`config.mk`:
```
export PLATFORM = sky130hd
export DESIGN_NAME = clock_display_receiver
export DESIGN_NICKNAME = d
export VERILOG_FILES = /design/src/rtl/clock_display_receiver.sv
export SDC_FILE = /design/constraint.sdc
export NUM_CORES = 1
export LEC_CHECK = 0
export CAP_MARGIN = 15
export CORE_MARGIN = 4
export CORE_UTILIZATION = 31
export CTS_BUF_LIST = sky130_fd_sc_hd__clkbuf_2
export DETAILED_ROUTE_END_ITERATION = 12
export SLEW_MARGIN = 20
export SYNTH_ARGS = -nofsm -noshare
export SYNTH_HDL_FRONTEND = slang
export SYNTH_SLANG_ARGS = --single-unit
```
`constraint.sdc`:
```
create_clock -name clk -period 3.2 [get_ports clk]
set_clock_uncertainty 0.15 [all_clocks]
set_input_delay 0.48 -clock clk [delete_from_list [all_inputs] [get_ports clk]]
set_output_delay 0.48 -clock clk [all_outputs]
set_load 0.03 [all_outputs]
```
`src/rtl/clock_display_receiver.sv`:
```
// clock_display_receiver: deserialises the serial display link into six BCD time digits.
module clock_display_receiver #(
  parameter int DIGITS      = 6,
  parameter int SYNC_STAGES = 2,
  parameter int TIMEOUT     = 1024
) (
  input  logic       clk,
  input  logic       rst_n,
  input  logic       en,
  input  logic       sr_clk_in,
  input  logic       sr_data_in,
  input  logic       sr_latch_in,
  output logic [3:0] hours_msd,
  output logic [3:0] hours_lsd,
  output logic [3:0] minutes_msd,
  output logic [3:0] minutes_lsd,
  output logic [3:0] seconds_msd,
  output logic [3:0] seconds_lsd,
  output logic       frame_valid,
  output logic       frame_err,
  output logic       digit_err,
  output logic       busy
);
  localparam int FB = 4 * DIGITS;
  localparam int CW = $clog2(FB + 2);
  localparam int TW = $clog2(TIMEOUT);
  localparam logic [0:0] IDLE  = 1'b0;
  localparam logic [0:0] SHIFT = 1'b1;

  logic [SYNC_STAGES-1:0] clk_s, dat_s, lat_s;
  logic clk_p, lat_p, clk_rise, lat_rise, data_sync;
  logic [0:0] state;
  logic [CW-1:0] bit_cnt, cnt_nx;
  logic [TW-1:0] idle_cnt;
  logic [FB-1:0] shreg, sh_nx, digits;
  logic bad_digit, timeout, len_ok;

  // Data is delayed through the same pipeline as the shift clock so the two stay aligned.
  always_ff @(posedge clk or negedge rst_n) begin
    if (!rst_n) begin
      clk_s     <= '0;
      dat_s     <= '0;
      lat_s     <= '0;
      clk_p     <= 1'b0;
      lat_p     <= 1'b0;
      clk_rise  <= 1'b0;
      lat_rise  <= 1'b0;
      data_sync <= 1'b0;
    end else begin
      clk_s     <= {clk_s[SYNC_STAGES-2:0], sr_clk_in};
      dat_s     <= {dat_s[SYNC_STAGES-2:0], sr_data_in};
      lat_s     <= {lat_s[SYNC_STAGES-2:0], sr_latch_in};
      clk_p     <= clk_s[SYNC_STAGES-1];
      lat_p     <= lat_s[SYNC_STAGES-1];
      clk_rise  <= clk_s[SYNC_STAGES-1] & ~clk_p;
      lat_rise  <= lat_s[SYNC_STAGES-1] & ~lat_p;
      data_sync <= dat_s[SYNC_STAGES-1];
    end
  end

  // A coincident shift is folded in before the latch is evaluated.
  always_comb begin
    cnt_nx    = clk_rise ? (bit_cnt == CW'(FB + 1) ? bit_cnt : bit_cnt + 1'b1) : bit_cnt;
    sh_nx     = clk_rise ? {shreg[FB-2:0], data_sync} : shreg;
    len_ok    = cnt_nx == CW'(FB);
    timeout   = state == SHIFT && !clk_rise && idle_cnt == TW'(TIMEOUT - 1);
    bad_digit = 1'b0;
    for (int i = 0; i < DIGITS; i++)
      bad_digit = bad_digit | (sh_nx[4*i +: 4] > 4'd9);
  end

  always_ff @(posedge clk or negedge rst_n) begin
    if (!rst_n) begin
      state       <= IDLE;
      bit_cnt     <= '0;
      idle_cnt    <= '0;
      shreg       <= '0;
      digits      <= '0;
      frame_valid <= 1'b0;
      frame_err   <= 1'b0;
      digit_err   <= 1'b0;
    end else begin
      frame_valid <= 1'b0;
      frame_err   <= 1'b0;
      digit_err   <= 1'b0;
      if (!en) begin
        state    <= IDLE;
        bit_cnt  <= '0;
        idle_cnt <= '0;
      end else begin
        shreg    <= sh_nx;
        idle_cnt <= (clk_rise || state == IDLE) ? '0 : idle_cnt + 1'b1;
        if (lat_rise) begin
          state     <= IDLE;
          bit_cnt   <= '0;
          frame_err <= !len_ok;
          digit_err <= len_ok && bad_digit;
          if (len_ok && !bad_digit) begin
            digits      <= sh_nx;
            frame_valid <= 1'b1;
          end
        end else if (timeout) begin
          state     <= IDLE;
          bit_cnt   <= '0;
          frame_err <= 1'b1;
        end else begin
          bit_cnt <= cnt_nx;
          if (clk_rise) state <= SHIFT;
        end
      end
    end
  end

  assign busy        = state == SHIFT;
  assign hours_msd   = digits[23:20];
  assign hours_lsd   = digits[19:16];
  assign minutes_msd = digits[15:12];
  assign minutes_lsd = digits[11:8];
  assign seconds_msd = digits[7:4];
  assign seconds_lsd = digits[3:0];
endmodule

```
Yosys cells after proc, flatten, opt, wreduce, memory -nomap -nowiden:

Index checks and enable logic that the tools add are counted.

* bits in latches: 0
* bits of input ports: 6
* RAM bits: 0
* logic and storage cells: 67
* output and inout bits: 28
* memories kept: 0
* bits in read-only memories: 0
* register bits after elaboration: 78

* add/sub/neg operators: 2
* magnitude comparators: 6
* bitwise gates (word level): 10
* muxes and demuxes: 20
* multipliers: 0
* shift operators: 0
* div/mod/pow operators: 0
* reduce and logical (&&, ||, !) cells: 9
* equal/unequal tests: 4

Operator list (number)
* $mux W5: 5
* $gt A4 B4 Y1 const B: 6
* $mux W24: 1
* $mux W10: 2
* $mux W1: 12
* $add A10 B1 Y10 const B: 1
* $eq A10 B10 Y1 const B: 1
* $eq A5 B5 Y1 const B: 2
* $add A5 B1 Y5 const B: 1
* $or A1 B1 Y1: 5
* $logic_and A1 B1 Y1: 4
* $ne A4 B1 Y1 const B: 1
* $logic_not A1 Y1: 3
* $not A1 Y1: 3
* $reduce_and A3 Y1: 1
* $and A1 B1 Y1: 2
* $logic_or A1 B1 Y1: 1

Depth between registers and ports, before layout:

* word-level depth: 12
* mapped depth: 8
* depth with buffers taken out: 7

Least setup slack after synthesis:

No wires, ideal clock.

* path type: register to register
* from: reg clk_rise
* to: reg digits[11]
* arrival: 2.116 ns
* stages on the path, launching flop included: 8
* clock period less this slack: 2.345 ns
* setup slack: 0.855 ns
* required time: 2.971 ns
* buffers on the path: 2
* setup time: 0.079 ns
* cell sequence: dfrtp_1 > buf_6 > o22ai_2 > a21oi_1 > or4_4 > nor4_4 > buf_6 > mux2i_1

* cells in the longest elaborated chain, start to end: 10
* elaborated cells on any way between the ends: 17
* classes of those cells: order compare (6); eq/ne (1); mux (2); bitwise (5); reduce/logical (3)

Ends and longest elaborated chain
* start: declaration: line 31 `logic clk_p, lat_p, clk_rise, lat_rise, data_sync;`
* start signal: assignment: line 55 `clk_rise <= clk_s[SYNC_STAGES-1] & ~clk_p;`
* $mux W24: line 64 `sh_nx = clk_rise ? {shreg[FB-2:0], data_sync} : shreg;`
* $gt A4 B4 Y1: line 69 `bad_digit = bad_digit | (sh_nx[4*i +: 4] > 4'd9);`
* $or A1 B1 Y1 (5 in series): line 69
* $logic_not A1 Y1: line 98 `if (len_ok && !bad_digit) begin`
* $logic_and A1 B1 Y1: line 98
* $reduce_and A3 Y1 (no source line)
* end signal: assignment: line 99 `digits <= sh_nx;`
* end: declaration: line 35 `logic [FB-1:0] shreg, sh_nx, digits;`

Parallel ways exist; a longest one is shown, timed or not.
A chain may end at the register's enable or synchronous reset.

Final worst setup path:

* from: reg clk_rise
* to: reg digits[12]

The elaborated chain is that of the path after synthesis.

==> results.md <==
* Status: completed
* Clk pin slew, worst setup/hold paths at 0.19 ns
* Primary FF master, synth: dfrtp_1
* CTS buffer count at 9
* DRT Pass-1 Iters at 4
* # nets final at 355
* Worst-Margin Slew at between 0.8 and 0.9 ns
* Netlist cell types at 33
* Vias post-DR at roughly 2200
* Worst EP required at ~3.5 ns
* Seq/Total Area, Yosys at between 50% and 60%
* HP Class: flop to flop
* Initial Util at 32.3%
* Switching power at 0.556 mW
* Leading area contributor after synthesis: dfrtp_1
* Clock sinks at 78
* Most frequent cells in the layout: dfrtp_1 (78), nor2_1 (49), mux2i_1 (47)
* Max-slew violations at 0
* # Post-CTS Setup Buffers at 0
* CP delay by family, top: simple AND/OR/NAND/NOR gates
* First-pass GRT wire length at 11000 µm
* Post-DP HPWL at 4200 µm
* Fin crit period at 2.78 ns
* Relative slew slack at between 40 and 50%
* Clock latency on the worst-skew pair at between 0.5 and 0.6 ns
* Final hold viol count at 0
* Share of layout cells above drive strength 1 at under 10%
* Number of synthesized register bits at approximately 80
* DP Area at 3840 µm²
* Count of final setup violators at 0
* Max cap viols at 0
* Reg power frac at roughly three fifths
* Yosys top cell area share at 57.8%
* Cells after Synth at 307
* Drt drc at 0
* Worst vdd ir at between 0.2 and 0.3 mV
* Ports at 34
* Area delta synth->final at 18.3%
* Ys Warns at 0
* Post-synth EDFFs at 0
* Crit end category: flop
* Chip width at 112 µm
* # H-tree levels at 3
* Worst-path fanout max at 24
* Final GP Congestion at a little over 0.8
* Buf/Inv on CP at 1
* WP data arrival at 3.08 ns
* Die ar. at 12600 µm²
* Syn_nets at 316
* CTS resizes at 0
* PortBufs at 33
* DR iter-0 viols at between 60 and 70
* Fmax at 0.360 GHz
* RSZ-0062 raised after global routing: false
* Int Pwr at 1.41 mW
* Root Buffer Master: clkbuf_2
* Post-route setup TNS at 0 ns
* CTS tree: yes
* Routed Wire Length at 6250 µm
* DRT antenna net count at 0
* Period utilisation layout at 86.8%
* # rows at 37
* Clock network fraction of total power at ~29%
* Initial antenna violation count at 0
* Wire per inst at 12.9 µm
* Max clock buf depth at 2
* Design area at 4000 µm²
* Slowest-stage cell, CP: dfrtp_1
* Ant diodes at 0
* Vias in the first global route at 2281
* Mean post-synth cell area at 11.0 µm²
* Pwr Density at approximately 490 nW/µm²
* Core area at 10500 µm²
* Async SR Flop Fraction at 100%
* Via-per-instance ratio at 4.58
* Switching Fraction at 28.3%
* Max incr delay on CP at 0.75 ns
* Total power at 1.97 mW
* Most common library cell in the layout ignoring fill and taps: dfrtp_1
* Die Y at 112 µm
* GR Overflow Total at 0
* Synth top area cells: dfrtp_1 (58%), mux2i_1 (14%), nor2_1 (5.4%)
* Crit path launch type: flop
* Largest net degree at the start of global routing at 79
* Crit path cell chain: o22ai_1, a21oi_1, or4_4, nor4_4, buf_4, mux2i_1
* Comb power frac at 12.1%
* LEAKAGE at 1.71 nW
* All-Layer GR Usage at 10.7%
* Critical path class: flop to flop
* Synth Cell Area at approximately 3400 µm²
* Worst hold margin at 0.223 ns
area by class of cell:
| class | instances | area [µm²] |
|---|---|---|
| clock buffer | 9 | 45.0 |
| multi-input combinational | 188 | 1250 |
| clock inverter | 6 | 77.6 |
| fill | 1061 | 6470 |
| inverter | 29 | 109 |
| tap | 136 | 170 |
| timing repair buffer | 40 | 395 |
| sequential | 78 | 1950 |
cell families (layout without fill, tap and decap cells):
group	after synthesis	after routing	synth area share [%]
AOI/OAI and AO/OA	50	50	8.04
DFF	78	78	57.8
muxes	47	47	13.9
xor gates and xnor gates	10	10	2.59
adders and majority gates	3	3	1.11
buffers and inverters	41	84	5.26
and+or+nand+nor	78	78	11.3
timing repair:
action / CTS / global route
hold buffers: 1 / 0
setup endpoints to repair: 0 / 0
endpoints found under the hold margin: 78 / 0
sequential cells by signal, indices dropped and copies added, names as in the netlist:
register and flops:
lat_rise 1, dat_s 2, clk_p 1, frame_valid 1
bit_cnt 5, frame_err 1, clk_rise 1, digits 24
lat_p 1, data_sync 1, digit_err 1, shreg 24
lat_s 2, idle_cnt 10, busy 1, clk_s 2
metrics by stage:
step	std cells	setup WS [ns]	utilization [%]
3_5_place_dp	469	0.441	36.7
2_1_floorplan	307	0.855	-
6_report	486	0.423	38.2
4_1_cts	485	0.391	38.0
5_1_grt	486	0.155	38.2
3_3_place_gp	469	0.565	36.7
final timing paths:
check / startpoint / endpoint / slack [ns] / cells after the start
max: clk_rise$_DFF_PN0_ / digits[12]$_DFFE_PN0P_ / 0.42 / 6
min: lat_s[0]$_DFF_PN0_ / lat_s[1]$_DFF_PN0_ / 0.22 / 0
max reg2reg: clk_rise$_DFF_PN0_ / digits[12]$_DFFE_PN0P_ / 0.42 / 6
min reg2reg: lat_s[0]$_DFF_PN0_ / lat_s[1]$_DFF_PN0_ / 0.22 / 0
max in group asynchronous: rst_n / shreg[23]$_DFFE_PN0P_ / 2.03 / 3
min in group asynchronous: rst_n / idle_cnt[5]$_DFF_PN0_ / 0.29 / 2
routing by layer:
metal	global-route usage [%]	part of all wire, %
met3	3.18	3.9
met1	14.5	50
met2	16.1	44
met4	4.33	1.5
met5	0	0
synth_stat cells, types with 4 or more instances:
master    instances
a21oi_1          35
clkbuf_1          7
dfrtp_1          78
inv_1            29
mux2i_1          47
nand2_1           6
nand4_1           4
nor2_1           49
nor2b_1           4
o21ai_0           6
o22ai_1           4
xor2_1            7
power by group through the flow:
stage          Combinational, mW  Sequential (mW)  Clock (mW)
5_1_grt                    0.274             1.17       0.638
3_3_place_gp               0.233             1.17           0
2_1_floorplan              0.173             1.15           0
6_report                   0.238             1.15       0.577
4_1_cts                    0.241             1.15       0.600
3_5_place_dp               0.239             1.17           0
(Power assumes the default switching activity.)
